<file path="config.mk">
export PLATFORM = sky130hd
export DESIGN_NAME = ecc_apb_sequencer
export DESIGN_NICKNAME = d
export VERILOG_FILES = /design/src/rtl/ecc_pkg.sv /design/src/rtl/apb_write_master.sv /design/src/rtl/ecc_apb_sequencer.sv
export SDC_FILE = /design/constraint.sdc
export NUM_CORES = 1
export LEC_CHECK = 0
export BUFFER_PORTS_ARGS = -buffer_cell sky130_fd_sc_hd__buf_2
export CORE_MARGIN = 2
export CORE_UTILIZATION = 50
export DETAILED_ROUTE_END_ITERATION = 16
export PLACE_DENSITY = 0.82
export REMOVE_ABC_BUFFERS = 1
export SYNTH_ARGS = -nofsm -noshare
export SYNTH_HDL_FRONTEND = slang
export SYNTH_SLANG_ARGS = --single-unit
export TNS_END_PERCENT = 30
</file>
<file path="constraint.sdc">
create_clock -name clk -period 3.3 [get_ports clk]
set_input_delay 0.165 -clock clk [delete_from_list [all_inputs] [get_ports clk]]
set_output_delay 0.165 -clock clk [all_outputs]
set_load 0.02 [all_outputs]
</file>
<file path="src/rtl/ecc_pkg.sv">
// Shared constants and types for the ECC core APB sequencer: register map,
// op/width codes, timeout error code and the sequencer state/entry encodings.
package ecc_pkg;

    localparam int unsigned CTRL_OFS     = 32'h0;
    localparam int unsigned DATA_IN_OFS  = 32'h4;
    localparam int unsigned CW_WIDTH_OFS = 32'h8;
    localparam int unsigned NOISE_OFS    = 32'hC;

    typedef enum logic [1:0] {
        OP_ENC  = 2'b00,
        OP_DEC  = 2'b01,
        OP_FULL = 2'b10
    } op_t;

    typedef enum logic [1:0] {
        W8  = 2'b00,
        W16 = 2'b01,
        W32 = 2'b10
    } width_t;

    localparam logic [1:0] TIMEOUT_ERR = 2'b11;

    typedef enum logic [2:0] {
        S_IDLE,
        S_SETUP,
        S_ACCESS,
        S_WAIT_DONE,
        S_RESULT
    } seq_state_t;

    // Write-list entries in issue order; CTRL is always last since it launches the core.
    typedef enum logic [1:0] {
        E_DATA,
        E_WIDTH,
        E_NOISE,
        E_CTRL
    } wr_entry_t;

    function automatic int unsigned entry_ofs(input wr_entry_t e);
        case (e)
            E_DATA:  return DATA_IN_OFS;
            E_WIDTH: return CW_WIDTH_OFS;
            E_NOISE: return NOISE_OFS;
            default: return CTRL_OFS;
        endcase
    endfunction

endpackage

</file>
<file path="src/rtl/apb_write_master.sv">
// Single-transfer APB write engine: a start pulse launches SETUP next cycle,
// ACCESS follows, and done is high during ACCESS. Start during ACCESS chains transfers.
module apb_write_master #(
    parameter int unsigned AMBA_ADDR_WIDTH = 20,
    parameter int unsigned AMBA_WORD       = 32,
    parameter logic [AMBA_ADDR_WIDTH-1:0] IDLE_ADDR = '0
) (
    input  logic                       clk,
    input  logic                       rst,
    input  logic                       start,
    input  logic [AMBA_ADDR_WIDTH-1:0] addr,
    input  logic [AMBA_WORD-1:0]       data,
    output logic                       done,
    output logic [AMBA_ADDR_WIDTH-1:0] PADDR,
    output logic [AMBA_WORD-1:0]       PWDATA,
    output logic                       PSEL,
    output logic                       PENABLE,
    output logic                       PWRITE
);

    always_ff @(posedge clk or negedge rst) begin
        if (!rst) begin
            PSEL    <= 1'b0;
            PENABLE <= 1'b0;
            PADDR   <= '0;
            PWDATA  <= '0;
        end else if (start) begin
            PSEL    <= 1'b1;
            PENABLE <= 1'b0;
            PADDR   <= addr;
            PWDATA  <= data;
        end else if (PSEL && !PENABLE) begin
            PENABLE <= 1'b1;
        end else begin
            // Park on DATA_IN so the bus never rests on the CTRL offset.
            PSEL    <= 1'b0;
            PENABLE <= 1'b0;
            PADDR   <= IDLE_ADDR;
            PWDATA  <= '0;
        end
    end

    assign PWRITE = PSEL;
    assign done   = PSEL && PENABLE;

endmodule

</file>
<file path="src/rtl/ecc_apb_sequencer.sv">
// Job sequencer for the APB ECC core: turns each accepted job into ordered
// register writes, waits for operation_done (with timeout) and returns the result.
//
// state       | meaning
// S_IDLE      | job_ready high, waiting for job_valid
// S_SETUP     | APB setup phase of the current write entry
// S_ACCESS    | APB access phase; chain next entry or finish after CTRL
// S_WAIT_DONE | core running, timeout counter advancing
// S_RESULT    | res_valid high, outputs held until res_ready
module ecc_apb_sequencer
    import ecc_pkg::*;
#(
    parameter int unsigned AMBA_ADDR_WIDTH = 20,
    parameter int unsigned AMBA_WORD       = 32,
    parameter int unsigned DATA_WIDTH      = 32,
    parameter int unsigned BASE_ADDR       = 0,
    parameter int unsigned TIMEOUT_CYCLES  = 64
) (
    input  logic                       clk,
    input  logic                       rst,
    input  logic                       job_valid,
    output logic                       job_ready,
    input  logic [1:0]                 job_op,
    input  logic [1:0]                 job_width,
    input  logic [DATA_WIDTH-1:0]      job_data,
    input  logic [DATA_WIDTH-1:0]      job_noise,
    output logic [AMBA_ADDR_WIDTH-1:0] PADDR,
    output logic [AMBA_WORD-1:0]       PWDATA,
    output logic                       PSEL,
    output logic                       PENABLE,
    output logic                       PWRITE,
    input  logic                       operation_done,
    input  logic [DATA_WIDTH-1:0]      data_out,
    input  logic [1:0]                 num_of_errors,
    output logic                       res_valid,
    input  logic                       res_ready,
    output logic [DATA_WIDTH-1:0]      res_data,
    output logic [1:0]                 res_errors,
    output logic                       res_timeout,
    output logic                       busy
);

    localparam int unsigned CNT_W = (TIMEOUT_CYCLES > 2) ? $clog2(TIMEOUT_CYCLES) : 1;
    localparam logic [CNT_W-1:0] CNT_LAST = CNT_W'(TIMEOUT_CYCLES - 1);

    function automatic logic [AMBA_ADDR_WIDTH-1:0] entry_addr(input wr_entry_t e);
        return AMBA_ADDR_WIDTH'(BASE_ADDR + entry_ofs(e));
    endfunction

    seq_state_t state, state_nxt;
    wr_entry_t  entry, entry_nxt, follow;

    logic [1:0]                 op_q, width_q;
    logic [DATA_WIDTH-1:0]      data_q, noise_q;
    logic                       need_width, need_noise;
    logic                       shadow_valid;
    logic [1:0]                 shadow_width;
    logic [CNT_W-1:0]           cnt;
    logic                       timeout_hit;

    logic                       wr_start, wr_done;
    logic [AMBA_ADDR_WIDTH-1:0] wr_addr;
    logic [AMBA_WORD-1:0]       wr_data, follow_data;

    apb_write_master #(
        .AMBA_ADDR_WIDTH (AMBA_ADDR_WIDTH),
        .AMBA_WORD       (AMBA_WORD),
        .IDLE_ADDR       (AMBA_ADDR_WIDTH'(BASE_ADDR + DATA_IN_OFS))
    ) u_apb (
        .clk     (clk),
        .rst     (rst),
        .start   (wr_start),
        .addr    (wr_addr),
        .data    (wr_data),
        .done    (wr_done),
        .PADDR   (PADDR),
        .PWDATA  (PWDATA),
        .PSEL    (PSEL),
        .PENABLE (PENABLE),
        .PWRITE  (PWRITE)
    );

    assign timeout_hit = (state == S_WAIT_DONE) && (cnt == CNT_LAST);

    always_comb begin
        follow = E_CTRL;
        case (entry)
            E_DATA:  follow = need_width ? E_WIDTH : (need_noise ? E_NOISE : E_CTRL);
            E_WIDTH: follow = need_noise ? E_NOISE : E_CTRL;
            default: follow = E_CTRL;
        endcase
        case (follow)
            E_WIDTH: follow_data = AMBA_WORD'(width_q);
            E_NOISE: follow_data = AMBA_WORD'(noise_q);
            E_CTRL:  follow_data = AMBA_WORD'(op_q);
            default: follow_data = AMBA_WORD'(data_q);
        endcase
    end

    always_ff @(posedge clk or negedge rst) begin
        if (!rst) begin
            state <= S_IDLE;
            entry <= E_DATA;
        end else begin
            state <= state_nxt;
            entry <= entry_nxt;
        end
    end

    // The first write is launched from IDLE so SETUP lands on the cycle after acceptance.
    always_comb begin
        state_nxt = state;
        entry_nxt = entry;
        wr_start  = 1'b0;
        wr_addr   = entry_addr(E_DATA);
        wr_data   = '0;
        case (state)
            S_IDLE: begin
                if (job_valid) begin
                    state_nxt = S_SETUP;
                    entry_nxt = E_DATA;
                    wr_start  = 1'b1;
                    wr_data   = AMBA_WORD'(job_data);
                end
            end
            S_SETUP: state_nxt = S_ACCESS;
            S_ACCESS: begin
                if (wr_done) begin
                    if (entry == E_CTRL) begin
                        state_nxt = S_WAIT_DONE;
                    end else begin
                        state_nxt = S_SETUP;
                        entry_nxt = follow;
                        wr_start  = 1'b1;
                        wr_addr   = entry_addr(follow);
                        wr_data   = follow_data;
                    end
                end
            end
            S_WAIT_DONE: begin
                if (operation_done || timeout_hit) state_nxt = S_RESULT;
            end
            S_RESULT: begin
                if (res_ready) state_nxt = S_IDLE;
            end
            default: state_nxt = S_IDLE;
        endcase
    end

    always_ff @(posedge clk or negedge rst) begin
        if (!rst) begin
            op_q         <= '0;
            width_q      <= '0;
            data_q       <= '0;
            noise_q      <= '0;
            need_width   <= 1'b0;
            need_noise   <= 1'b0;
            shadow_valid <= 1'b0;
            shadow_width <= '0;
            cnt          <= '0;
            res_data     <= '0;
            res_errors   <= '0;
            res_timeout  <= 1'b0;
        end else begin
            if (state == S_IDLE && job_valid) begin
                op_q       <= job_op;
                width_q    <= job_width;
                data_q     <= job_data;
                noise_q    <= job_noise;
                need_width <= !shadow_valid || (shadow_width != job_width);
                need_noise <= (job_op == OP_FULL);
            end
            if (state == S_ACCESS) begin
                cnt <= '0;
            end else if (state == S_WAIT_DONE) begin
                cnt <= cnt + CNT_W'(1);
            end
            if (state == S_ACCESS && wr_done && entry == E_CTRL) begin
                shadow_valid <= 1'b1;
                shadow_width <= width_q;
            end
            // A timed-out core is in an unknown state, so force a width rewrite next job.
            if (state == S_WAIT_DONE) begin
                if (operation_done) begin
                    res_data    <= data_out;
                    res_errors  <= num_of_errors;
                    res_timeout <= 1'b0;
                end else if (timeout_hit) begin
                    res_data     <= '0;
                    res_errors   <= TIMEOUT_ERR;
                    res_timeout  <= 1'b1;
                    shadow_valid <= 1'b0;
                end
            end
        end
    end

    assign job_ready = (state == S_IDLE);
    assign busy      = (state != S_IDLE);
    assign res_valid = (state == S_RESULT);

endmodule

</file>
# Word-level counts from Yosys, hierarchy flattened
# Cells that the tools add are included.
classes:
  n_addsub: 1
  n_mul: 0
  div_mod_pow: 0
  magnitude_cmp: 0
  n_eq_ne: 18
  shift: 0
  muxes: 46
  bitwise_logic: 0
  reduce_logical: 20
op_table:
  columns: ["op", "count"]
  rows:
  - ["$mux W32", 7]
  - ["$pmux W32 S3", 1]
  - ["$pmux W32 S2", 1]
  - ["$mux W20", 2]
  - ["$pmux W3 S5", 1]
  - ["$mux W1", 14]
  - ["$mux W2", 7]
  - ["$mux W3", 4]
  - ["$mux W4", 3]
  - ["$mux W6", 2]
  - ["$pmux W4 S3", 1]
  - ["$eq A2 B2 Y1 const B", 4]
  - ["$pmux W2 S2", 2]
  - ["$reduce_and A4 Y1", 2]
  - ["$add A6 B1 Y6 const B", 1]
  - ["$eq A3 B2 Y1 const B", 2]
  - ["$eq A6 B6 Y1 const B", 1]
  - ["$logic_and A1 B1 Y1", 6]
  - ["$ne A2 B1 Y1 const B", 3]
  - ["$ne A2 B2 Y1 const B", 3]
  - ["$reduce_bool A2 Y1", 3]
  - ["$eq A2 B1 Y1 const B", 2]
  - ["$logic_not A2 Y1", 2]
  - ["$eq A3 B1 Y1 const B", 1]
  - ["8 further kinds", 10]
totals:
  ff_bits: 173
  latch_bits: 0
  ram_bits: 0
  romBits: 0
  input_bits: 107
  out_inout_bits: 93
  n_memories: 0

# Longest topological paths before layout
depth:
  word_depth: 9
  depth_mapped: 9
  mapped_depth_nobuf: 7

# Modules after synthesis
# A second synthesis with hierarchy kept.
hier_totals:
  hier_cells: 878
  area_unflattened_um2: 8232.9
by_module_without_submodules:
  columns: ["module", "instances", "cells_per_inst", "area_per_inst_um2", "seq_area_each_um2"]
  rows:
  - ["ecc_apb_sequencer", 1, 647, 5726.7, 2977.9]
  - ["apb_write_master", 1, 231, 2506.2, 1351.3]

# Worst setup path before layout
# OpenSTA, ideal clock, no wires.
synth_path:
  path_kind: "reg-to-reg"
  start: "register entry[1]"
  end: "register u_apb.PWDATA[20]"
  arrival_ps: 1891
  required_ps: 3172
  slack_ps: 1281
  stages_incl_launch_ff: 9
  n_path_buf: 3
  period_less_slack_ps: 2019
  path_cell_list: "dfrtp_1 -> nor3b_1 -> ha_1 -> clkbuf_1 -> nor2b_1 -> clkbuf_1 -> clkbuf_1 -> a22oi_1 -> o211ai_2"
synth_between:
  elab_chain_len: 8
  word_cells_on_any_way: 16
  classes_between: "eq/ne (6); mux (9); reduce/logical (1)"
synth_rtl:
  columns: ["element", "line", "source"]
  rows:
  - ["start, declared", "ecc_apb_sequencer.sv:51", "wr_entry_t entry, entry_nxt, follow;"]
  - ["start signal, assigned", "ecc_apb_sequencer.sv:106", "entry <= entry_nxt;"]
  - ["$eq A2 B1 Y1 or $logic_not A2 Y1 (tied branches)", "ecc_apb_sequencer.sv:87", "case (entry)"]
  - ["$pmux W2 S2", "ecc_apb_sequencer.sv:87", null]
  - ["$eq A2 B2 Y1 or $eq A2 B1 Y1 (tied branches)", "ecc_apb_sequencer.sv:92", "case (follow)"]
  - ["$pmux W32 S3", "ecc_apb_sequencer.sv:92", null]
  - ["$mux W32", "ecc_apb_sequencer.sv:129", "if (entry == E_CTRL) begin"]
  - ["$mux W32", "ecc_apb_sequencer.sv:128", "if (wr_done) begin"]
  - ["$pmux W32 S2", "ecc_apb_sequencer.sv:117", "case (state)"]
  - ["$mux W32", "apb_write_master.sv:27", "end else if (start) begin"]
  - ["end signal, assigned", "apb_write_master.sv:31", "PWDATA <= data;"]
  - ["end, declared", "apb_write_master.sv:15", "output logic [AMBA_WORD-1:0] PWDATA,"]
# Several ways; a longest one is shown, not always the timed one.
# A chain may end at the register's enable or synchronous reset.

# Worst setup path in the final report
layout_path:
  start: "register state[1]"
  end: "register u_apb.PWDATA[23]"
layout_between:
  elab_chain_len: 3
  word_cells_on_any_way: 6
  classes_between: "eq/ne (2); mux (3); reduce/logical (1)"
layout_rtl:
  columns: ["element", "line", "source"]
  rows:
  - ["start, declared", "ecc_apb_sequencer.sv:50", "seq_state_t state, state_nxt;"]
  - ["start signal, assigned", "ecc_apb_sequencer.sv:105", "state <= state_nxt;"]
  - ["$eq A3 B2 Y1 or $logic_not A3 Y1 (tied branches)", "ecc_apb_sequencer.sv:117", null]
  - ["$pmux W1 S2 or $pmux W32 S2 (tied branches)", "ecc_apb_sequencer.sv:117", null]
  - ["$ne A2 B1 Y1 (no line) or $mux W32 (tied branches)", null, null]
# Several ways; a longest one is shown, not always the timed one.

==> reports/metrics.yaml <==
cts:
  clk_latency_ps: 420
  cts.clk_slew.worst_paths_ps: 60
  cts.sinks: 155
  cts_resized: 0
  cts_buffers: 17
  cts_tree: "yes"
  htreeDepth: 4
  clk_path_buf_depth: 2
  clockRootBuffer: "clkbuf_16"
layout:
  mostFrequentLayoutCells: "nand2_1 (218), buf_2 (180), dfrtp_1 (155)"
  regArea_um2: 3880
  fill_cells: 916
  final_common_cell: "nand2_1"
  fin_nets: 1089
  multi_input_area_um2: 2600
  final_area_um2: 9450
  drive_gt1_frac: 0.243
  area_delta_synth_final_pct: 36.5
timing:
  setup_viol: 0
  fin_crit_sh: 0.679
  worst_slew_pin_slew_ps: 944
  hold_viol: 0
  setup_ws_ps: 1060
  slew_viol_final: 0
  max_freq_mhz: 446
  fin_crit_ps: 2240
  skew_ps: 9.60
  maxSlewHeadroom: 0.370
  rsz0062_at_grt: "false"
grt:
  grt-ovfl-total: 0
  grt_pass1_vias: 6302
  grtUsageTotal: 0.269
  grt_antenna_before_repair: 0
  grt_pass1_wl_mm: 31.2
  grt_max_degree: 100
worst_setup_path:
  critPathKind: "flop to flop"
  path_cells: "or4b_4 > buf_4 > nand3_1 > o211ai_2"
  cp-end-kind: "flop"
  cp.arrival_ps: 2520
  worstRegToRegCells: 4
  r2r_slack_ps: 1060
  worst_path_max_delay_cell: "or4b_4"
  cp_num_cells: 4
  worstSetupStartpointType: "flop"
  worst-path-buf-inv: 1
  r2r_end: "u_apb.PWDATA[23]"
  reg2reg_from: "state[1]"
  crit_start: "state[1]"
  critPathRequiredTime_ps: 3580
  crit_path_max_fanout: 67
  cp-endpoint: "u_apb.PWDATA[23]"
  max_stage_delay_ps: 800
  cp_top_family: "simple AND/OR/NAND/NOR gates"
detailed_routing:
  vias_per_cell: 5.38
  dr.pass1.iters: 5
  drt-wirelength-per-cell_um: 16.8
  final_antenna_net_count: 0
  drt-total-wl_mm: 19.5
  drc: 0
  drt_first_iter_violations: 449
  vias: 6276
die:
  io_pins: 200
  core-area_um2: 13400
  fp.dieH_um: 122
  initial_core_util: 0.517
  die_area_um2: 14800
  rows: 42
  die_x_um: 122
logic_synthesis:
  synth_compound_area_frac: 0.164
  synth_edf_count: 0
  synth_top_area_frac: 0.560
  muxShareOfSynthArea: 0.0108
  synth_xor_area_frac: 0.00253
  synthFlopType: "dfrtp_1"
  syn_area_per_cell_um2: 9.59
  ys_ff_latch: 155
  yosys.area.top_type: "dfrtp_1"
  syn_inst: 722
  yosys.area_share.simple: 0.178
  synth_top_family_by_area: "simple AND/OR/NAND/NOR gates"
  async_reset_ff_frac: 1.00
  synthTopCellsByArea: "dfrtp_1 (56%), nand2_1 (12%), a22oi_1 (6.7%)"
  synth-seq-area-share: 0.560
  syn_area_um2: 6920
  synthAdderAreaFrac: 0.00904
  yosysWarnings: 0
  synth_cell_types: 52
pwr:
  clkPwrFrac: 0.251
  switching_share: 0.378
  p_switching_mw: 3.10
  p_int_mw: 5.09
  power.density_nw_per_um2: 866
  ir_drop_uv: 400
  p_comb_frac: 0.353
  seq_power_share: 0.396
  p_total_mw: 8.18
  power.leakage_nw: 4.85
placement:
  dpl.hpwl_mm: 10.7
  dp_slack_ps: 1100
  place_congestion: 0.799
  port_buffers: 181
  place_area_um2: 7850
flow_run:
  maxCapViolations: 0
run_status:
  status: "finished, final reports clean"
worst_hold_path:
  hold_path.class: "primary input to flop"
[worst min-delay path, cell delays in order]
cell and delay (ps):
buf_2 90, a22oi_1 60, o21ai_0 90
[flip-flops by register name (all words and copies together), names as in the netlist, 3 cells and up]
register / cells
u_apb.PWDATA: 32
state: 3
cnt: 6
noise_q: 32
res_data: 32
data_q: 32
[worst min path at each step]
stage / startpoint / end / cells after the start
floorplan: rst / cnt[0] / 0
global placement: rst / res_data[2] / 1
detailed placement: rst / res_data[2] / 1
CTS: data_out[17] / res_data[17] / 3
global route: data_out[2] / res_data[2] / 3
finish: data_out[17] / res_data[17] / 3
[cells in the mapped netlist (2+ instances only)]
cell type	n
nand2_1	218
dfrtp_1	155
a22oi_1	62
inv_1	41
o21ai_0	39
clkbuf_1	37
nand3_1	32
o211ai_1	20
buf_4	19
o211ai_2	10
a21oi_1	5
and2_1	5
buf_1	5
ha_1	5
nor3b_1	5
buf_2	4
buf_6	4
mux2_2	4
a221o_1	3
a22o_1	3
mux2i_1	3
nand2b_1	3
nand3b_1	3
nor2_1	3
nor2b_1	3
a222oi_1	2
nor3_1	2
o22ai_1	2
xnor2_1	2
[routing by layer]
metal | global-route usage | vias up | routed length [um]
li1 | - | 2919 | -
met1 | 0.331 | 2974 | 7950
met2 | 0.452 | 344 | 9560
met3 | 0.0660 | 39 | 1610
met4 | 0.119 | 0 | 420
met5 | 0 | - | 0
[power by group through the flow]
stage	logic, mW	clock network [mW]	registers (mW)
floorplan	1.50	0	3.50
global placement	2.66	0	3.20
detailed placement	2.73	0	3.22
CTS	2.84	2.08	3.20
global route	3.20	2.19	3.32
finish	2.89	2.06	3.24
[stage by stage]
step	hold WS (ps)	util	TNS [ps]	std cells
2_1_floorplan	-131	-	-327630	670
3_3_place_gp	314	0.586	0	1036
3_5_place_dp	309	0.586	0	1036
4_1_cts	1.51	0.705	0	1165
5_1_grt	25.7	0.705	0	1165
6_report	24.3	0.705	0	1166
[cells by family after synthesis]
| kind of cell | count (synthesis) |
|---|---|
| and+or+nand+nor | 286 |
| AOI/OAI and AO/OA | 156 |
| DFF | 155 |
| buffers and inverters | 110 |
| muxes | 7 |
| adders and majority gates | 5 |
| xor gates and xnor gates | 2 |
| other | 1 |
[area by class of cell]
type	instances	area share
sequential	155	0.410
multi-input combinational	474	0.275
timing repair buffer	288	0.209
clock buffer	24	0.0510
tap	176	0.0233
inverter	41	0.0163
clock inverter	7	0.0146
antenna	1	0.000265
[repair_timing]
action	in CTS	in global routing
endpoints found under the setup margin	0	0
hold endpoints to repair	222	0
setup buffers	0	0
hold buffers	98	0
Power figures use the tool's default switching activity.
